[src/rtl/sub16_serial_pkg.sv]
// -----------------------------------------------------------------------------
// sub16_serial_pkg
// Shared constants for the nibble-serial subtractor:
//   - FSM state encoding (IDLE / BUSY / DONE)
//   - SLICE_BITS: number of operand bits handled per clock cycle
// -----------------------------------------------------------------------------
package sub16_serial_pkg;

    localparam logic [1:0] ST_IDLE = 2'b00;
    localparam logic [1:0] ST_BUSY = 2'b01;
    localparam logic [1:0] ST_DONE = 2'b10;

    localparam int SLICE_BITS = 4;

endpackage : sub16_serial_pkg

[src/rtl/sub4.sv]
// -----------------------------------------------------------------------------
// sub4
// Purely combinational 4-bit subtract slice with lookahead borrow.
// Computes d = a - b - bin as a + ~b + ~bin; the borrow-out is the inverse of
// the carry-out of that addition.
// Ports:
//   a    [3:0] in   minuend nibble
//   b    [3:0] in   subtrahend nibble
//   bin        in   borrow from the next-lower slice
//   d    [3:0] out  difference nibble
//   bout       out  borrow into the next-higher slice
// -----------------------------------------------------------------------------
module sub4 (
    input  logic [3:0] a,
    input  logic [3:0] b,
    input  logic       bin,
    output logic [3:0] d,
    output logic       bout
);

    logic [3:0] g;
    logic [3:0] p;
    logic [4:0] c;

    // Generate/propagate of the addition a + ~b.
    assign g = a & ~b;
    assign p = ~(a ^ b);

    // Every carry is expanded directly from g/p/c[0] so no bit waits on the
    // carry of its neighbour.
    assign c[0] = ~bin;
    assign c[1] = g[0] | (p[0] & c[0]);
    assign c[2] = g[1] | (p[1] & g[0]) | (p[1] & p[0] & c[0]);
    assign c[3] = g[2] | (p[2] & g[1]) | (p[2] & p[1] & g[0])
                | (p[2] & p[1] & p[0] & c[0]);
    assign c[4] = g[3] | (p[3] & g[2]) | (p[3] & p[2] & g[1])
                | (p[3] & p[2] & p[1] & g[0])
                | (p[3] & p[2] & p[1] & p[0] & c[0]);

    assign d    = p ^ c[3:0];
    assign bout = ~c[4];

endmodule : sub4

[src/rtl/sub16_serial.sv]
// -----------------------------------------------------------------------------
// sub16_serial
// Nibble-serial unsigned subtractor: diff = x - y - bin (mod 2^MAXN), one
// SLICE-bit slice per cycle, LSB slice first, through a single shared sub4.
// Ports:
//   clk        in   rising-edge clock
//   rst_n      in   asynchronous active-low reset
//   start      in   request, honoured only in IDLE or DONE
//   x, y [MAXN] in  minuend / subtrahend, captured with an accepted start
//   bin        in   borrow-in, captured with an accepted start
//   busy       out  high while slices are being processed
//   done       out  one-cycle pulse, result valid
//   diff [MAXN] out difference
//   bout       out  borrow-out (x < y + bin)
//   zero       out  diff == 0
// -----------------------------------------------------------------------------
module sub16_serial
    import sub16_serial_pkg::*;
#(
    parameter int MAXN  = 16,
    parameter int SLICE = SLICE_BITS
) (
    input  logic            clk,
    input  logic            rst_n,
    input  logic            start,
    input  logic [MAXN-1:0] x,
    input  logic [MAXN-1:0] y,
    input  logic            bin,
    output logic            busy,
    output logic            done,
    output logic [MAXN-1:0] diff,
    output logic            bout,
    output logic            zero
);

    localparam int NSL = MAXN / SLICE;
    localparam int CW  = (NSL > 1) ? $clog2(NSL) : 1;
    localparam logic [CW-1:0] LAST = CW'(NSL - 1);

    logic [1:0]      state_q, state_d;
    logic [CW-1:0]   cnt_q, cnt_d;
    logic [MAXN-1:0] xa_q, xa_d;
    logic [MAXN-1:0] yb_q, yb_d;
    logic            brw_q, brw_d;
    logic [MAXN-1:0] diff_q, diff_d;
    logic            bout_q, bout_d;
    logic            zero_q, zero_d;

    int              base;
    logic [SLICE-1:0] slice_a, slice_b, slice_d;
    logic            slice_bout;

    // The counter picks which slice of the latched operands feeds the slice.
    assign base    = int'(cnt_q) * SLICE;
    assign slice_a = xa_q[base +: SLICE];
    assign slice_b = yb_q[base +: SLICE];

    sub4 u_sub4 (
        .a    (slice_a),
        .b    (slice_b),
        .bin  (brw_q),
        .d    (slice_d),
        .bout (slice_bout)
    );

    always_comb begin
        state_d = state_q;
        cnt_d   = cnt_q;
        xa_d    = xa_q;
        yb_d    = yb_q;
        brw_d   = brw_q;
        diff_d  = diff_q;
        bout_d  = bout_q;
        zero_d  = zero_q;

        case (state_q)
            ST_BUSY: begin
                diff_d[base +: SLICE] = slice_d;
                brw_d = slice_bout;
                cnt_d = cnt_q + 1'b1;
                // bout/zero keep the previous result until the final slice
                // lands; zero looks at the whole word including that slice.
                if (cnt_q == LAST) begin
                    state_d = ST_DONE;
                    bout_d  = slice_bout;
                    zero_d  = (diff_d == '0);
                end
            end
            ST_IDLE, ST_DONE: begin
                if (start) begin
                    state_d = ST_BUSY;
                    xa_d    = x;
                    yb_d    = y;
                    brw_d   = bin;
                    cnt_d   = '0;
                end else begin
                    state_d = ST_IDLE;
                end
            end
            default: state_d = ST_IDLE;
        endcase
    end

    always_ff @(posedge clk or negedge rst_n) begin
        if (!rst_n) begin
            state_q <= ST_IDLE;
            cnt_q   <= '0;
            xa_q    <= '0;
            yb_q    <= '0;
            brw_q   <= 1'b0;
            diff_q  <= '0;
            bout_q  <= 1'b0;
            zero_q  <= 1'b0;
        end else begin
            state_q <= state_d;
            cnt_q   <= cnt_d;
            xa_q    <= xa_d;
            yb_q    <= yb_d;
            brw_q   <= brw_d;
            diff_q  <= diff_d;
            bout_q  <= bout_d;
            zero_q  <= zero_d;
        end
    end

    assign busy = (state_q == ST_BUSY);
    assign done = (state_q == ST_DONE);
    assign diff = diff_q;
    assign bout = bout_q;
    assign zero = zero_q;

endmodule : sub16_serial

[config.mk]
export PLATFORM = sky130hd
export DESIGN_NAME = sub16_serial
export DESIGN_NICKNAME = d
export VERILOG_FILES = /design/src/rtl/sub16_serial_pkg.sv /design/src/rtl/sub4.sv /design/src/rtl/sub16_serial.sv
export SDC_FILE = /design/constraint.sdc
export NUM_CORES = 1
export LEC_CHECK = 0
export ABC_CLOCK_PERIOD_IN_PS = 4300
export BUFFER_PORTS_ARGS = -buffer_cell sky130_fd_sc_hd__buf_2
export CORE_MARGIN = 2
export CORE_UTILIZATION = 30
export CTS_BUF_LIST = sky130_fd_sc_hd__clkbuf_8
export DETAILED_ROUTE_END_ITERATION = 10
export GPL_ROUTABILITY_DRIVEN = 0
export SYNTH_ARGS = -nofsm -noshare
export SYNTH_HDL_FRONTEND = slang
export SYNTH_HIERARCHICAL = 1
export SYNTH_SLANG_ARGS = --single-unit
[constraint.sdc]
create_clock -name clk -period 4.3 [get_ports clk]
set_clock_uncertainty 0.05 [all_clocks]
set_input_delay 0.215 -clock clk [delete_from_list [all_inputs] [get_ports clk]]
set_output_delay 0.215 -clock clk [all_outputs]
set_load 0.02 [all_outputs]
---- After elaboration in Yosys (flattened, before gate mapping) ----
Index checks and enable logic that the tools add are counted.
storage, ports and cells
  bits of input ports ..................... 36
  memories kept ........................... 0
  register bits ........................... 55
  ROM bits ................................ 0
  latch bits .............................. 0
  bits in writable memories ............... 0
  word-level logic and storage cells ...... 67
  output and inout port bits .............. 20
operators by class
  multiply operators ...................... 0
  add/subtract/negate cells ............... 2
  reduce and logical (&&, ||, !) cells .... 7
  shift-type cells ........................ 4
  $lt $le $gt $ge ......................... 0
  bitwise logic cells ..................... 33
  multiplexer cells ....................... 8
  equal/unequal tests ..................... 5
  div/mod/pow operators ................... 0
operator list
  cell                                                                      count
  4-bit negation with 33-bit output                                         1
  4-bit by 33-bit variable shift with 16-bit output (first input constant)  1
  4-bit by 33-bit indexed part select with 16-bit output                    1
  16-bit by 5-bit indexed part select with 4-bit output                     2
  1-bit bitwise AND                                                         16
  16-bit bitwise mux                                                        1
  16-bit logical NOT                                                        1
  1-bit bitwise OR                                                          10
  4-bit NOT                                                                 2
  2-bit case mux with 2 select lines                                        2
  4-bit XOR                                                                 2
  2-bit AND reduction                                                       3
  4-bit bitwise AND                                                         1
  2-bit == test (second input constant)                                     2
  2-bit 2-to-1 mux                                                          2
  2-bit by 1-bit adder with 2-bit output (second input constant)            1
  2-bit by 1-bit == test with 1-bit output (second input constant)          1
  2-bit logical NOT                                                         1
  1-bit 2-to-1 mux                                                          2
  2-bit by 1-bit inequality test with 1-bit output (second input constant)  1
  2-bit inequality test (second input constant)                             1
  1-bit NOT                                                                 2
  1-bit case mux with 2 select lines                                        1
  2-bit nonzero test                                                        1
  2-bit OR reduction                                                        1

---- Longest topological paths before layout ----
Gate-level depths: netlist of the first run.
  depth after elaboration ................. 11
  gate-level depth with buffers ........... 11

---- Cells and area by module ----
The synthesis of the first run kept the hierarchy.
by module, submodules not included
  module        cells each  area an instance (µm²)  times used  sequential area each (µm²)
  sub16_serial  190         2546.2                  1           1376.3
  sub4          24          202.7                   1           0.0

---- Worst setup path before layout of the first run ----
No wires, ideal clock.
  kind .................................... register to register
  start point ............................. register cnt_q[0]
  end point ............................... register zero_q, in the netlist zero
  path buffers ............................ 1
  setup time .............................. 0.130 ns
  stages on the path, launching flop included .. 11
  arrival ................................. 2.704 ns
  slack ................................... 1.416 ns
  cells stage by stage .................... dfrtp_1 -> buf_4 -> mux4_2 -> ha_1 -> or2_2 -> o21ai_2 -> xnor2_1 -> nor2_1 -> or3_1 -> nand4_1 -> o41ai_2
between the ends
  elaborated cells between the ends (all ways) .. 29
RTL lines
  item                                                        RTL line             text
  start, declared                                             sub16_serial.sv:41   logic [CW-1:0] cnt_q, cnt_d;
  start signal, assigned                                      sub16_serial.sv:116  cnt_q <= cnt_d;
  16-bit by 5-bit indexed part select with 4-bit output (*)   sub16_serial.sv:55   assign slice_a = xa_q[base +: SLICE];
  net slice_a[1]                                              sub16_serial.sv:50   logic [SLICE-1:0] slice_a, slice_b, slice_d;
  4-bit XOR                                                   sub4.sv:27           assign p = ~(a ^ b);
  4-bit NOT                                                   sub4.sv:27
  1-bit bitwise AND                                           sub4.sv:33           assign c[2] = g[1] | (p[1] & g[0]) | (p[1] & p[0] & c[0]);
  1-bit bitwise OR or 1-bit bitwise AND (tied branches)       sub4.sv:33
  1-bit bitwise OR (*)                                        sub4.sv:33
  4-bit XOR (*)                                               sub4.sv:40           assign d = p ^ c[3:0];
  net slice_d[2]                                              sub16_serial.sv:50
  4-bit by 33-bit indexed part select with 16-bit output (*)  sub16_serial.sv:78   diff_d[base +: SLICE] = slice_d;
  16-bit bitwise mux (*)                                      sub16_serial.sv:78
  16-bit logical NOT (*)                                      sub16_serial.sv:86   zero_d = (diff_d == '0);
  end signal, assigned                                        sub16_serial.sv:122  zero_q <= zero_d;
  end, declared                                               sub16_serial.sv:47   logic zero_q, zero_d;
Mark *: on every way through the listed nets, which the timed path passes. The rest lies on a longest branch.
A chain may end at the register's enable or synchronous reset.

---- Worst setup path in the final report of the first run ----
  start point ............................. register cnt_q[0]
  end point ............................... register zero_q, in the netlist zero
between the ends
  elaborated cells between the ends (all ways) .. 29
RTL lines
  item                                                        RTL line
  16-bit by 5-bit indexed part select with 4-bit output (*)   sub16_serial.sv:55
  net slice_a[0]                                              sub16_serial.sv:50
  4-bit XOR                                                   sub4.sv:27
  4-bit NOT                                                   sub4.sv:27
  1-bit bitwise AND (2 in series)                             sub4.sv:33
  1-bit bitwise OR (*)                                        sub4.sv:33
  4-bit XOR (*)                                               sub4.sv:40
  net slice_d[2]                                              sub16_serial.sv:50
  4-bit by 33-bit indexed part select with 16-bit output (*)  sub16_serial.sv:78
  16-bit bitwise mux (*)                                      sub16_serial.sv:78
  16-bit logical NOT (*)                                      sub16_serial.sv:86
Marks and branches as above.

==> results of run 1 <==
-- power breakdown --
group	internal (mW)	switching [mW]
registers	0.748	0.198
clock network	0.174	0.176
logic	0.786	0.933
-- worst paths after layout --
check | start | endpoint | slack [ns] | cells after the start
min | rst_n | yb_q[11]$_DFFE_PN0P_ | -0.03 | 2
min reg2reg | yb_q[8]$_DFFE_PN0P_ | yb_q[8]$_DFFE_PN0P_ | 0.44 | 1
max | cnt_q[0]$_DFFE_PN0P_ | zero$_DFFE_PN0P_ | 0.98 | 9
min in group clk | y[8] | yb_q[8]$_DFFE_PN0P_ | 0.06 | 2
max reg2reg | cnt_q[0]$_DFFE_PN0P_ | zero$_DFFE_PN0P_ | 0.98 | 9
max in group asynchronous | rst_n | diff[5]$_DFFE_PN0P_ | 3.77 | 2
-- final cells by class --
type                    count  area [sq um]
fillers                   873          5550
flip-flops and latches     55          1380
multi-input cells         139          1280
repair buffers             58           298
well taps                 108           135
clock buffers               5          68.8
inverters                  12          50.0
clock inverters             3          43.8
-- Yosys cell counts (all sizes together) (2+ instances only) --
cell type  number
dfrtp          55
mux2           34
nand2          18
inv            11
a22o           10
ha             10
mux4            8
nor2            8
buf             7
nor2b           6
o21ai           6
a21oi           3
nand2b          3
nor3            3
nor4            3
a211oi          2
mux2i           2
o211ai          2
o31ai           2
or2             2
xnor2           2
-- cells by family after synthesis --
logic type      Yosys count  synth area share
flops                    55             0.501
simple gates             49            0.0992
mux                      44             0.212
compound gates           33            0.0956
buf+inv                  20            0.0332
fa+ha+maj                11            0.0528
xor+xnor                  2           0.00637
-- registers in the layout, indices dropped and copies added (netlist names) --
register / count
cnt_q: 2
yb_q: 16
brw_q: 1
xa_q: 16
diff: 16
bout: 1
zero: 1
state_q: 2
-- worst max-delay path: stages, from the launching register on --
cell,delay [ns]
dfrtp_1,0.89
mux4_2,0.62
ha_1,0.30
nor2b_4,0.17
o21ai_2,0.07
xnor2_1,0.43
nor2_1,0.11
or3_1,0.36
nand4_1,0.11
o41ai_2,0.07
-- routing by layer --
layer  wire (um)  global-route usage  up-vias  part of all wire
met1        2560               0.163      904              0.44
li1            -                   -      887                 -
met2        2790               0.200       53              0.48
met4          48              0.0348        0            0.0083
met5           0                   0        -                 0
met3         368              0.0337        4             0.064
==> flow_metrics.tcl, run 1 <==
set metrics [dict create \
    status "complete, but fails checks" \
    violations "negative hold slack" \
    routed_wl_mm 5.77 \
    postCtsHoldBufs 0 \
    synth_edf_count 0 \
    rsz0062_at_grt "false" \
    critPathKind "flip-flop to flip-flop" \
    worstPathArrival_ns 3.46 \
    synth_cells 214 \
    htreeDepth 2 \
    cts.path.max_buffers 2 \
    p_leak_nw 1.50 \
    initial_core_util 0.312 \
    fin_crit_ns 3.32 \
    grt_usage 0.123 \
    start_kind "flip-flop" \
    dr.pass1.iters 4 \
    synth_top_area_frac 0.501 \
    seq_area_frac_synth 0.501 \
    drive_above_1_share 0.401 \
    vias_per_cell 4.86 \
    vias 1848 \
    yosysWarningCount 6 \
    design_area_sq_um 3260 \
    ir_drop_mv 0.372 \
    fp-row-count 34 \
    synthTopCellsByArea "dfrtp_1 50%, mux2_2 9.0%, mux4_2 6.6%" \
    io_buffers 55 \
    cts_buffers 5 \
    ys_ff_latch 55 \
    die_x_um 99.7 \
    fin_crit_sh 0.771 \
    die_height_um 99.7 \
    synth_top_flop_cell "dfrtp_1" \
    dp_hpwl_mm 4.28 \
    p_per_area_nw_per_um2 926 \
    critPathRequiredTime_ns 4.44 \
    worst_pin_slew_ns 0.830 \
    ant_nets 0 \
    area_delta_synth_final_pct 18.4 \
    avgSynthCellArea_sq_um 12.8 \
    gr-total-overflow 0 \
    core_area_sq_um 8810 \
    synth.distinct_cells 48 \
    diodes 0 \
    antenna_found_initial 0 \
    maxSlewViolCount 0 \
    place_area_sq_um 3140 \
    final_cell_count_no_fill 380 \
    relSlewSlack 0.447 \
    ioPinCount 56 \
    tns_ns 0 \
    worstPathMaxFanout 18 \
    cts_root_buf "clkbuf_8" \
    cts_resized 0 \
    whs_ns -0.0302 \
    first_global_vias 1919 \
    wl_per_cell_um 15.2 \
    drc 0 \
    synth_nets 261 \
    dpl_worst_slack_ns 0.959 \
    clock_latency_ns 0.31 \
    end_kind "flip-flop" \
    syn_area_sq_um 2750 \
    final_nets 318 \
    setup_viol 0 \
    cts_setup_buffers 0 \
    hold_path.class "primary input to asynchronous set/reset pin" \
    drt_iter0_markers 50 \
    yosysTopAreaCell "dfrtp_1" \
    final_util 0.370 \
    finalPower_mw 3.01 \
    grt_max_degree 56 \
    fmax_mhz 301 \
    placed_cells 372 \
    maxCapViolCount 0 \
    cts_tree "built" \
    dieArea_sq_um 9950 \
    clk_pin_slew_ns 0.11 \
    fin_ws_ns 0.983 \
    hold_viol 55 \
    async_flop_share 1.00 \
    clock_sinks 55 \
    grt_pass1_wl_mm 9.69 \
    mostFrequentLayoutCells "55 x dfrtp_1, 55 x buf_2, 22 x mux2_2" \
]
No activity file was read; power rests on OpenSTA's default activity.
==> run 2, diff against run 1 <==
- ABC_CLOCK_PERIOD_IN_PS: 4300 -> 3200
- clock period: 4.3 -> 3.2 ns (I/O delays scaled with it)
==> flow_metrics.tcl, run 2 (synthesized netlist as in run 1, its figures left out) <==
set metrics [dict create \
    grt_usage 0.126 \
    p_leak_nw 1.54 \
    clk_pin_slew_ns 0.10 \
    cp_cell_sequence "mux4_2 > ha_1 > or2_2 > o211ai_1 > a211oi_2 > o2111ai_1 > o211ai_1 > o41ai_2" \
    worstPathMaxFanout 9 \
    first_global_vias 2001 \
    initial_core_util 0.312 \
    fin_crit_ns 2.84 \
    cp_slowest_cell "dfrtp_2" \
    grt_pass1_wl_mm 9.87 \
    fmax_mhz 353 \
    fin_ws_ns 0.365 \
    dpl_worst_slack_ns 0.223 \
    vias 1927 \
    dp_hpwl_mm 4.57 \
    whs_ns 0.0132 \
    dieArea_sq_um 9950 \
    setup_viol 0 \
    worst_path_most_repeated_cell "o211ai_1" \
    ant_nets 0 \
    dr.pass1.iters 4 \
    cts.path.max_buffers 2 \
    core_area_sq_um 8810 \
    final_common_cell "buf_2" \
    ioPinCount 56 \
    place_area_sq_um 3170 \
    die_x_um 99.7 \
    drive_above_1_share 0.400 \
    mostFrequentLayoutCells "55 x buf_2, 54 x dfrtp_1, 22 x mux2_2" \
    cts_buffers 5 \
    worst_pin_slew_ns 0.588 \
    finalPower_mw 4.16 \
    tns_ns 0 \
    critPathRequiredTime_ns 3.37 \
    relSlewSlack 0.608 \
    cts_setup_buffers 0 \
    drt_iter0_markers 82 \
    worst-path-buf-inv 0 \
    design_area_sq_um 3360 \
    antenna_found_initial 0 \
    fin_crit_sh 0.886 \
    final_nets 331 \
    clock_latency_ns 0.32 \
    maxSlewViolCount 0 \
    htreeDepth 2 \
    placed_cells 376 \
    io_buffers 55 \
    worstPathArrival_ns 3.01 \
    crit_start "cnt_q[0]$_DFFE_PN0P_" \
    final_util 0.382 \
    hold_viol 0 \
    cp_slowest_stage_delay_ns 0.55 \
    critPathKind "flip-flop to flip-flop" \
    end_kind "flip-flop" \
    area_delta_synth_final_pct 22.3 \
    hold_path.class "primary input to flip-flop" \
    fp-row-count 34 \
    rsz0062_at_grt "false" \
    die_height_um 99.7 \
    timing.rr.start "cnt_q[0]$_DFFE_PN0P_" \
    maxCapViolCount 0 \
    final_cell_count_no_fill 393 \
    clock_sinks 55 \
    ir_drop_mv 0.620 \
    grt_max_degree 35 \
    wl_per_cell_um 14.9 \
    routed_wl_mm 5.85 \
    start_kind "flip-flop" \
    diodes 0 \
    cts_root_buf "clkbuf_8" \
    hold_start "x[1]" \
    vias_per_cell 4.90 \
    drc 0 \
    path_delay_family "compound AO/OA/AOI/OAI gates" \
    gr-total-overflow 0 \
    status "finished clean" \
    cts_tree "built" \
    p_per_area_nw_per_um2 1240 \
]
## run 2: metal layers
layer / global-route usage / share of wire
met5: 0 / 0
met4: 0.0379 / 0.0075
met3: 0.0253 / 0.051
met2: 0.204 / 0.48
met1: 0.172 / 0.46
## run 2: area by class of cell
type	instances	area, sq um
well taps	108	135
clock inverters	3	27.5
flip-flops and latches	55	1380
repair buffers	71	418
clock buffers	5	68.8
inverters	12	50.0
fillers	895	5450
multi-input cells	139	1280
## run 2: path summary, 6_finish.rpt
path | to | slack (ns) | depth (start not counted)
worst min-delay path | xa_q[1]$_DFFE_PN0P_ | 0.01 | 2
worst max-delay path | zero$_DFFE_PN0P_ | 0.36 | 8
max in group asynchronous | diff[14]$_DFFE_PN0P_ | 1.98 | 3
worst min register to register | xa_q[2]$_DFFE_PN0P_ | 0.44 | 1
min in group asynchronous | yb_q[7]$_DFFE_PN0P_ | 0.31 | 2
worst max register to register | zero$_DFFE_PN0P_ | 0.36 | 8
## run 2: power breakdown
group          internal [mW]  switching [mW]  leakage [nW]
sequential              1.01           0.242         0.678
clock                  0.162           0.240        0.0467
combinational           1.19            1.32         0.818
## run 2: worst register-to-register path, cell delays in order (launching register included)
cell and delay, ns:
dfrtp_2 0.55, mux4_2 0.54, ha_1 0.35, or2_2 0.31, o211ai_1 0.12, a211oi_2 0.11
o2111ai_1 0.24, o211ai_1 0.15, o41ai_2 0.31
## run 2: what timing repair did
item / CTS / global route
gates resized for setup: 0 / 1
endpoints found under the setup margin: 0 / 1
hold endpoints to repair: 34 / 0
hold buffers: 9 / 0
